**src/rtl/mem_pkg.sv**
```systemverilog
// Shared types for the load/store unit and its lane helper.
package mem_pkg;

   typedef enum logic [1:0] {
      SizeByte = 2'b00,
      SizeHalf = 2'b01,
      SizeWord = 2'b10
   } mem_size_e;

   typedef enum logic [2:0] {
      StIdle,
      StLoad,
      StRmwRd,
      StWrite,
      StResp
   } lsu_state_e;

endpackage

```
**src/rtl/mem_lsu_align.sv**
```systemverilog
// Byte-lane helper: load extraction and extension, store merge, misalignment check.
module mem_lsu_align
   import mem_pkg::*;
#(
   parameter int unsigned XLen = 32
) (
   input  mem_size_e         chk_size,
   input  logic [1:0]        chk_off,
   output logic              misaligned,
   input  mem_size_e         size,
   input  logic [1:0]        off,
   input  logic              is_unsigned,
   input  logic [XLen-1:0]   rd_word,
   input  logic [XLen-1:0]   old_word,
   input  logic [XLen-1:0]   wdata,
   output logic [XLen-1:0]   load_data,
   output logic [XLen-1:0]   merge_data
);

   logic [7:0]  byte_lane;
   logic [15:0] half_lane;

   always_comb begin
      misaligned = 1'b0;
      case (chk_size)
         SizeHalf: misaligned = chk_off[0];
         SizeWord: misaligned = (chk_off != 2'b00);
         default:  misaligned = 1'b0;
      endcase
   end

   always_comb begin
      byte_lane = rd_word[{off, 3'b000} +: 8];
      half_lane = off[1] ? rd_word[31:16] : rd_word[15:0];
      case (size)
         SizeByte: load_data = {{(XLen-8){~is_unsigned & byte_lane[7]}}, byte_lane};
         SizeHalf: load_data = {{(XLen-16){~is_unsigned & half_lane[15]}}, half_lane};
         default:  load_data = rd_word;
      endcase
   end

   // Sub-word stores overwrite only the addressed lane(s) of the previously read word.
   always_comb begin
      merge_data = old_word;
      case (size)
         SizeByte: merge_data[{off, 3'b000} +: 8] = wdata[7:0];
         SizeHalf: merge_data[{off[1], 4'b0000} +: 16] = wdata[15:0];
         default:  merge_data = wdata;
      endcase
   end

endmodule

```
**src/rtl/mem_lsu.sv**
```systemverilog
// Load/store unit in front of a single-port word RAM; sub-word stores use read-modify-write.
module mem_lsu
   import mem_pkg::*;
#(
   parameter int unsigned XLen = 32,
   parameter int unsigned NPos = 1024,
   localparam int unsigned NPosWidth = $clog2(NPos)
) (
   input  logic                 clk_i,
   input  logic                 rst_ni,
   input  logic                 req_valid_i,
   output logic                 req_ready_o,
   input  logic                 req_we_i,
   input  logic [XLen-1:0]      req_addr_i,
   input  logic [1:0]           req_size_i,
   input  logic                 req_unsigned_i,
   input  logic [XLen-1:0]      req_wdata_i,
   output logic                 rsp_valid_o,
   input  logic                 rsp_ready_i,
   output logic [XLen-1:0]      rsp_rdata_o,
   output logic                 rsp_err_o,
   output logic [NPosWidth-1:0] ram_a_o,
   output logic [XLen-1:0]      ram_wd_o,
   output logic                 ram_we_o,
   input  logic [XLen-1:0]      ram_rd_i
);

   lsu_state_e           state_q, state_d;
   mem_size_e            size_q;
   logic [1:0]           off_q;
   logic                 uns_q;
   logic [NPosWidth-1:0] idx_q;
   logic [XLen-1:0]      wdata_q, old_q, rdata_q;
   logic                 err_q;

   mem_size_e       req_size;
   logic            misaligned, out_of_range, req_err, accept;
   logic [XLen-1:0] load_data, merge_data;

   assign req_size     = mem_size_e'(req_size_i);
   assign out_of_range = {2'b00, req_addr_i[XLen-1:2]} >= XLen'(NPos);
   assign req_err      = (req_size_i == 2'b11) | misaligned | out_of_range;
   assign accept       = (state_q == StIdle) & req_valid_i;

   mem_lsu_align #(
      .XLen (XLen)
   ) u_align (
      .chk_size    (req_size),
      .chk_off     (req_addr_i[1:0]),
      .misaligned  (misaligned),
      .size        (size_q),
      .off         (off_q),
      .is_unsigned (uns_q),
      .rd_word     (ram_rd_i),
      .old_word    (old_q),
      .wdata       (wdata_q),
      .load_data   (load_data),
      .merge_data  (merge_data)
   );

   always_ff @(posedge clk_i or negedge rst_ni) begin
      if (!rst_ni) begin
         state_q <= StIdle;
         size_q  <= SizeByte;
         off_q   <= 2'b00;
         uns_q   <= 1'b0;
         idx_q   <= '0;
         wdata_q <= '0;
         old_q   <= '0;
         rdata_q <= '0;
         err_q   <= 1'b0;
      end else begin
         state_q <= state_d;
         if (accept) begin
            size_q  <= req_size;
            off_q   <= req_addr_i[1:0];
            uns_q   <= req_unsigned_i;
            idx_q   <= req_addr_i[NPosWidth+1:2];
            wdata_q <= req_wdata_i;
            rdata_q <= '0;
            err_q   <= req_err;
         end
         if (state_q == StLoad) rdata_q <= load_data;
         if (state_q == StRmwRd) old_q <= ram_rd_i;
      end
   end

   always_comb begin
      state_d     = state_q;
      req_ready_o = 1'b0;
      rsp_valid_o = 1'b0;
      ram_we_o    = 1'b0;
      ram_wd_o    = '0;
      unique case (state_q)
         StIdle: begin
            req_ready_o = 1'b1;
            if (req_valid_i) begin
               if (req_err)               state_d = StResp;
               else if (!req_we_i)        state_d = StLoad;
               else if (req_size == SizeWord) state_d = StWrite;
               else                       state_d = StRmwRd;
            end
         end
         StLoad:  state_d = StResp;
         StRmwRd: state_d = StWrite;
         StWrite: begin
            ram_we_o = 1'b1;
            ram_wd_o = merge_data;
            state_d  = StResp;
         end
         StResp: begin
            rsp_valid_o = 1'b1;
            if (rsp_ready_i) state_d = StIdle;
         end
         default: state_d = StIdle;
      endcase
   end

   assign ram_a_o     = idx_q;
   assign rsp_rdata_o = rdata_q;
   assign rsp_err_o   = err_q;

endmodule

```
**config.mk**
```make
export PLATFORM = sky130hd
export DESIGN_NAME = mem_lsu
export DESIGN_NICKNAME = d
export VERILOG_FILES = /design/src/rtl/mem_pkg.sv /design/src/rtl/mem_lsu_align.sv /design/src/rtl/mem_lsu.sv
export SDC_FILE = /design/constraint.sdc
export NUM_CORES = 1
export LEC_CHECK = 0
export BUFFER_PORTS_ARGS = -buffer_cell sky130_fd_sc_hd__buf_2
export CAP_MARGIN = 15
export CORE_UTILIZATION = 47
export DETAILED_ROUTE_END_ITERATION = 6
export PLACE_DENSITY = 0.76
export SLEW_MARGIN = 40
export SYNTH_ARGS = -nofsm -noshare
export SYNTH_HDL_FRONTEND = slang
export SYNTH_SLANG_ARGS = --single-unit
```
**constraint.sdc**
```tcl
create_clock -name clk_i -period 2.4 [get_ports clk_i]
set_clock_uncertainty 0.05 [all_clocks]
set_input_delay 0.48 -clock clk_i [delete_from_list [all_inputs] [get_ports clk_i]]
set_output_delay 0.48 -clock clk_i [all_outputs]
set_load 0.01 [all_outputs]
```
-- Yosys cells after proc, flatten, opt, wreduce, memory -nomap -nowiden
Index checks and enable logic that the tools add are counted.
- bits of input ports: 104
- word-level logic and storage cells: 57
- bits in registers: 115
- output and inout bits: 78
- magnitude comparators: 1
- reduce and logical (&&, ||, !) cells: 6
- $add $sub $neg: 2
- mux-type cells: 18
- shift-type cells: 5
- equality and inequality tests: 10
- bitwise gates (word level): 6
- operators with widths (cell ; number):
    32-bit one-hot mux with 2 select lines ; 2
    32-bit two-way mux ; 3
    32-bit bitwise mux ; 2
    16-bit by 7-bit variable shift with 32-bit output, first input constant ; 1
    8-bit by 7-bit variable shift with 32-bit output, first input constant ; 1
    16-bit by 7-bit variable part select with 32-bit output ; 1
    32-bit by 6-bit variable part select with 8-bit output ; 1
    8-bit by 7-bit variable part select with 32-bit output ; 1
    30-bit by 11-bit greater-or-equal comparator with 1-bit output, second input constant ; 1
    16-bit two-way mux ; 1
    5-bit negation with 7-bit output ; 2
    3-bit one-hot mux with 4 select lines ; 1
    3-bit two-way mux ; 3
    3-bit by 2-bit equality test with 1-bit output, second input constant ; 2
    2-bit by 1-bit equality test with 1-bit output, second input constant ; 2
    2-bit equality test, second input constant ; 2
    1-bit two-way mux ; 4
    2-bit inequality test, second input constant ; 2
    2-bit nonzero test ; 2
    1-bit bitwise AND ; 3
    3-bit by 1-bit equality test with 1-bit output, second input constant ; 1
    3-bit equality test, second input constant ; 1
    3-bit logical NOT ; 1
    2-bit logical NOT ; 1
    other kinds (6) ; 7

-- Depth between registers and ports, before layout
Gate-level depths: netlist of the first run.
- depth after elaboration: 7
- mapped depth: 9
- depth with buffers taken out: 6

-- Hierarchy
A second synthesis of the first run with hierarchy kept.
- cells, all modules: 588
- area total of the unflattened synthesis: 6610.1 um^2
- modules (own cells, without submodules) (module ; area each (um^2) ; sequential area each (um^2) ; cells an instance ; times used):
    mem_lsu ; 4576.9 ; 2877.8 ; 307 ; 1
    mem_lsu_align ; 2033.2 ; 0.0 ; 281 ; 1

-- Worst setup path after synthesis of the first run
OpenSTA, ideal clock, no wires.
- kind: register -> output
- start: reg off_q[1]
- end: out ram_wd_o[24]
- path buffers: 3
- required time: 1.870 ns
- arrival: 2.091 ns
- path slack: -0.221 ns
- stages on the path, launching flop included: 10
- cells stage by stage: dfrtp_1 buf_4 buf_6 inv_2 ha_1 nor4bb_1 buf_2 a221oi_1 a211o_1 a21oi_1
- word-level cells in the longest chain between the ends: 5
- elaborated cells between the ends (all ways): 10
- those cells by class: add/sub (2); shift (4); mux (4)
- RTL lines (item ; RTL line ; RTL):
    start, declared ; mem_lsu.sv:30 ; logic [1:0] off_q;
    start signal, assigned ; mem_lsu.sv:76 ; off_q <= req_addr_i[1:0];
    5-bit negation with 7-bit output (on tied branches) ; mem_lsu_align.sv:47, mem_lsu_align.sv:46 ;
    16-bit by 7-bit variable part select with 32-bit output (tied with other cells) ; mem_lsu_align.sv:47 ; SizeHalf: merge_data[{off[1], 4'b0000} +: 16] = wdata[15:0];
    32-bit bitwise mux (on tied branches) ; mem_lsu_align.sv:47, mem_lsu_align.sv:46 ;
    32-bit one-hot mux with 2 select lines * ; mem_lsu_align.sv:45 ; case (size)
    32-bit two-way mux * ; mem_lsu.sv:94 ; unique case (state_q)
    end, declared ; mem_lsu.sv:23 ; output logic [XLen-1:0] ram_wd_o,
Mark *: on every way between the ends. The rest lies on a longest branch, timed or not.

-- Final worst setup path of the first run
- start: reg off_q[1]
- end: out ram_wd_o[30]
The elaborated chain is that of the path after synthesis.

==> flow_summary.toml, run 1 <==
[clock_tree]
ctsHtreeMaxLevel = 4
cts_root_buf = "clkbuf_16"
clock_tree_buf_depth = 2
cts.sinks = 115
clock_pin_transition_on_the_worst_setup_and_hold_timing_paths_ps = 50
inserted_clock_buffers = 17
clock_insertion_delay_worst_skew_ps = 420
cts_tree = "yes"

[floorplanning]
effective_utilization_at_floorplan = 0.4894
placement_rows = 41
die_area_sq_um = 13770
die_h_microns = 117.3
design.portCount = 182
die_w_microns = 117.3
placeableCoreArea_sq_um = 12770

[final_layout]
area_delta_synth_final_pct = 31.29
nets = 947
diodes = 0
fraction_of_layout_cells_with_a_size_suffix_above_1 = 0.3825
layout.cells.non_filler = 1019
layout.cells.most_common = "nand2_1"
final_cell_mix = "187 x nand2_1, 180 x buf_2, 114 x dfrtp_1"
layout.core_utilization = 0.6425

[hold_path]
hold_path_start = "req_addr_i[4]"
min_path_type = "input port to register"

[drt]
remaining_drc_errors = 0
routed_wl_mm = 19.49
viasPerCell = 5.864
routedLengthMet1_mm = 8.433
route.met3.wl_mm = 1.531
vias = 5975
routed_length_on_met2_mm = 8.975
detail_route.wl_per_cell_microns = 19.12
route.top_layer_used = "met4"
final_antenna_net_count = 0
initialDrtViolationCount = 548
drt_pass1_iterations = 7

[setup_path]
worst_setup_path_endpoint = "ram_wd_o[30]"
reg2reg_from = "off_q[1]$_DFFE_PN0P_"
worst_ep_required_time_ps = 1870
reg2reg_depth = 6
worstReg2RegEnd = "rsp_rdata_o[25]$_DFFE_PN0P_"
cp_data_arrival_time_ps = 2300
crit_fanout = 8
setup.worst_path.end_class = "output port"
path_class = "register to output port"
internal_reg_to_reg_setup_slack_ps = 190
worst_setup_path_start_kind = "register"
crit_start = "off_q[1]$_DFFE_PN0P_"

[sta]
total_count_of_max_transition_violations_in_the_final_report = 0
slew_headroom = 0.5657
setup-violations-final = 32
worst_slack_ps = -432.8
sum_of_negative_setup_slack_ps = -11640
ratio_of_final_minimum_period_to_clock_period = 1.180
hold-worst-slack_ps = 201.7
maximum_clock_frequency_mhz = 353.0
finalCriticalPeriod_ps = 2833
finalHoldViolations = 0
rsz0062_at_grt = "yes"
timing_worst_slew_pin_value_ps = 651.3

[power]
power_per_cell_area_nw_per_um2 = 790.2
leakage_nw = 4.224
ir_drop_v = 0.0005916
design_power_total_mw = 6.485

[outcome]
outcome = "finished with violations"
failed_checks = "setup timing"

[placement]
placer_congestion = 0.9085
detailedPlacementHpwl_mm = 14.35
buffer_ports.inserted = 181
numPlacedInstances = 981

[synth]
synthesis.nets = 763
number_of_storage_elements_in_the_synthesis_netlist = 115
synth_async_sr_flop_share = 1.000
syn-cell-area_sq_um = 6251
synthesis.instances = 651
synth.yosys.warnings = 0
synth.lib_cells_used.distinct = 51
post_synthesis_sequential_area_ratio = 0.4604
synth_edf_count = 0
most_instantiated_flip_flop_cell_in_the_synthesis_netlist = "dfrtp_1"
syn_avg_cell_area_sq_um = 9.602

[global_route]
number_of_global_route_vias_before_repair = 5621
grt_first_pass_wirelength_mm = 30.91
grt_max_degree = 50
grt_remaining_overflow = 0
grt_util_all_layers = 0.2915
initial_antenna_violation_count = 0

[run]
drv_cap = 0
==> routing by layer <==
| layer | vias up | global-route usage |
|---|---|---|
| met4 | 0 | 0.1258 |
| met3 | 43 | 0.05739 |
| met2 | 303 | 0.4497 |
| met5 | - | 0 |
| li1 | 2721 | - |
| met1 | 2908 | 0.3985 |
==> state kept, by name (all words and copies together) (netlist names) <==
register	count
ram_a_o	10
rsp_rdata_o	32
uns_q	1
state_q	3
old_q	32
rsp_err_o	1
wdata_q	32
off_q	2
size_q	2
==> stage by stage <==
stage	setup WS, ps	instance area (sq um)
floorplan	10.06	6344
global placement	-134.7	7435
detailed placement	-157.8	7440
CTS	-392.1	8159
global route	-626.1	8207
finish	-432.8	8207
==> how the worst min path moves through the flow <==
| stage | to | slack [ps] | cells past startpoint |
|---|---|---|---|
| after floorplan | off_q[0]$_DFFE_PN0P_ | 130 | 0 |
| after global placement | ram_a_o[9]$_DFFE_PN0P_ | 410 | 2 |
| after detailed placement | ram_a_o[5]$_DFFE_PN0P_ | 410 | 2 |
| after CTS | ram_a_o[2]$_DFFE_PN0P_ | 190 | 3 |
| after global routing | wdata_q[19]$_DFFE_PN0P_ | 200 | 3 |
| final | ram_a_o[2]$_DFFE_PN0P_ | 200 | 3 |
==> Yosys cell counts, types with 9 or more instances <==
| cell | number | area (sq um) |
|---|---|---|
| a22o_1 | 15 | 131.4 |
| mux2i_1 | 20 | 200.2 |
| inv_1 | 10 | 37.54 |
| a222oi_1 | 9 | 90.09 |
| mux2_2 | 40 | 450.4 |
| clkbuf_1 | 20 | 75.07 |
| dfrtp_1 | 115 | 2878 |
| a221oi_1 | 25 | 219.0 |
| a21oi_1 | 26 | 130.1 |
| buf_2 | 11 | 55.05 |
| a22oi_1 | 22 | 165.2 |
| nand2_1 | 187 | 701.9 |
| nor2_1 | 12 | 45.04 |
| a211o_1 | 16 | 140.1 |
| nor3_1 | 13 | 65.06 |
| o21ai_0 | 15 | 75.07 |
==> final cells by class <==
class	count	area [sq um]
clock buffers	23	498.0
flip-flops and latches	115	2879
clock inverters	8	123.9
well taps	172	215.2
inverters	11	48.80
multi-input cells	479	3228
repair buffers	211	1214
fillers	1041	4567
==> kinds of logic after synthesis <==
| kind of cell | after synthesis | synth area share |
|---|---|---|
| compound gates | 154 | 0.1849 |
| fa+ha+maj | 8 | 0.01601 |
| buf+inv | 57 | 0.04724 |
| flops | 115 | 0.4604 |
| mux | 60 | 0.1041 |
| simple gates | 257 | 0.1873 |
==> where the power goes <==
group	switching, mW	internal [mW]	leakage, nW
Clock	0.872	1.76	0.301
Sequential	0.219	2.11	1.52
Combinational	0.872	0.651	2.40
Total	1.96	4.52	4.22
==> worst max-delay path: stages (launching register included) <==
cell      delay (ps)
dfrtp_2          460
buf_12           130
ha_1             160
nor4bb_4         310
buf_6            180
a221oi_1          70
a211o_1          260
a21oi_2          160
buf_2            150
==> repair_timing <==
action | in CTS | in global routing
gates cloned | 0 | 0
pin swaps | 26 | 4
gates resized for setup | 11 | 7
setup buffers | 5 | 1
hold buffers | 1 | 0
endpoints found under the setup margin | 32 | 32
hold endpoints to repair | 28 | 0
Power figures use the tool's default switching activity.
==> run 2: changes to the inputs <==
TNS_END_PERCENT = 50   (was not set)
==> flow_summary.toml, run 2 (synthesized netlist as in run 1, its figures left out) <==
[placement]
placer_congestion = 0.9085
detailedPlacementHpwl_mm = 14.35
buffer_ports.inserted = 181
numPlacedInstances = 981
place_area_sq_um = 7440

[global_route]
grt_first_pass_wirelength_mm = 30.84
grt_remaining_overflow = 0
number_of_global_route_vias_before_repair = 5627
grt_util_all_layers = 0.2911
initial_antenna_violation_count = 0
grt_max_degree = 50

[setup_path]
cp_data_arrival_time_ps = 2330
worst_setup_path_start_kind = "register"
crit_fanout = 8
setup.worst_path.end_class = "output port"
path_class = "register to output port"
worst_ep_required_time_ps = 1870

[final_layout]
fillCellCount = 1048
layout.cells.most_common = "nand2_1"
fraction_of_layout_cells_with_a_size_suffix_above_1 = 0.3783
final_area_sq_um = 8178
nets = 946
layout.cells.non_filler = 1018
area_delta_synth_final_pct = 30.82
diodes = 0
final_cell_mix = "187 x nand2_1, 180 x buf_2, 114 x dfrtp_1"

[outcome]
outcome = "finished with violations"
failed_checks = "DRC, setup timing"

[hold_path]
min_path_type = "input port to register"

[drt]
drt_pass1_iterations = 7
routed_wl_mm = 19.58
remaining_drc_errors = 11
final_antenna_net_count = 0
initialDrtViolationCount = 584
vias = 5991
viasPerCell = 5.885
detail_route.wl_per_cell_microns = 19.23

[sta]
timing_worst_slew_pin_value_ps = 644.4
finalCriticalPeriod_ps = 2864
ratio_of_final_minimum_period_to_clock_period = 1.194
rsz0062_at_grt = "yes"
maximum_clock_frequency_mhz = 349.1
finalHoldViolations = 0
worst_slack_ps = -464.4
setup-violations-final = 32
total_count_of_max_transition_violations_in_the_final_report = 0
slew_headroom = 0.5704
hold-worst-slack_ps = 199.8

[clock_tree]
clock_tree_buf_depth = 2
clock_insertion_delay_worst_skew_ps = 420
ctsHtreeMaxLevel = 4
cts_tree = "yes"
cts.sinks = 115
cts_root_buf = "clkbuf_16"
clock_pin_transition_on_the_worst_setup_and_hold_timing_paths_ps = 50
inserted_clock_buffers = 17

[floorplanning]
design.portCount = 182
die_w_microns = 117.3
effective_utilization_at_floorplan = 0.4894
placeableCoreArea_sq_um = 12770
die_area_sq_um = 13770
placement_rows = 41
die_h_microns = 117.3

[power]
leakage_nw = 4.219
power_per_cell_area_nw_per_um2 = 793.0
design_power_total_mw = 6.485
ir_drop_v = 0.0005914

[run]
drv_cap = 0
## run 2: cell count changes in the layout (fill, tap and decap cells not counted), sizes merged
cell | before | now
buf | 210 | 209
## run 2: report_power, final
group | switching [mW] | internal, mW
Sequential | 0.222 | 2.11
Clock | 0.878 | 1.76
Combinational | 0.868 | 0.647
Total | 1.97 | 4.52
## run 2: path summary, 6_finish.rpt
check,from,endpoint,slack (ps),cells after the start
hold reg to reg,wdata_q[16]$_DFFE_PN0P_,wdata_q[16]$_DFFE_PN0P_,420,2
max in group asynchronous,rst_ni,wdata_q[27]$_DFFE_PN0P_,1150,3
min in group asynchronous,rst_ni,rsp_rdata_o[0]$_DFFE_PN0P_,540,2
hold / removal,req_addr_i[4],ram_a_o[2]$_DFFE_PN0P_,200,3
setup / recovery,off_q[1]$_DFFE_PN0P_,ram_wd_o[30],-460,8
setup reg to reg,off_q[1]$_DFFE_PN0P_,rsp_rdata_o[25]$_DFFE_PN0P_,180,6
## run 2: cell type report
cell class	instances	area (sq um)	share of cell area
multi-input combinational	479	3211	0.3926
clock buffer	23	498.0	0.06089
inverter	11	48.80	0.005967
timing repair buffer	210	1202	0.1470
tap	172	215.2	0.02632
clock inverter	8	123.9	0.01515
sequential	115	2879	0.3521
## run 2: per-stage QoR
step	worst slack (ps)	TNS, ps	util
after floorplan	10.06	0	-
after global placement	-134.7	-1005	0.5820
after detailed placement	-157.8	-1470	0.5824
after CTS	-394.1	-10920	0.6370
after global routing	-584.9	-15600	0.6402
final	-464.4	-12530	0.6402
## run 2: metal layers
layer	share of wire	routed length [microns]	GRT usage	vias to the layer above
met2	0.46	8997	0.4486	344
li1	-	-	-	2726
met3	0.077	1517	0.05739	51
met1	0.43	8446	0.3976	2870
met5	0	0	0	-
met4	0.032	618	0.1274	0
## run 2: critical path, stage by stage (launching register included)
cell      delay (ps)
dfrtp_2          460
buf_12           130
ha_1             160
nor4bb_4         340
buf_6            180
a221oi_1          70
a211o_1          260
a21oi_2          160
buf_2            150
## run 2: repair_timing
| action | 4_1_cts | 5_1_grt |
|---|---|---|
| endpoints found under the setup margin | 32 | 32 |
| hold buffers | 1 | 0 |
| gates resized for setup | 8 | 5 |
| hold endpoints to repair | 28 | 0 |
| pin swaps | 25 | 2 |
| setup buffers | 3 | 2 |
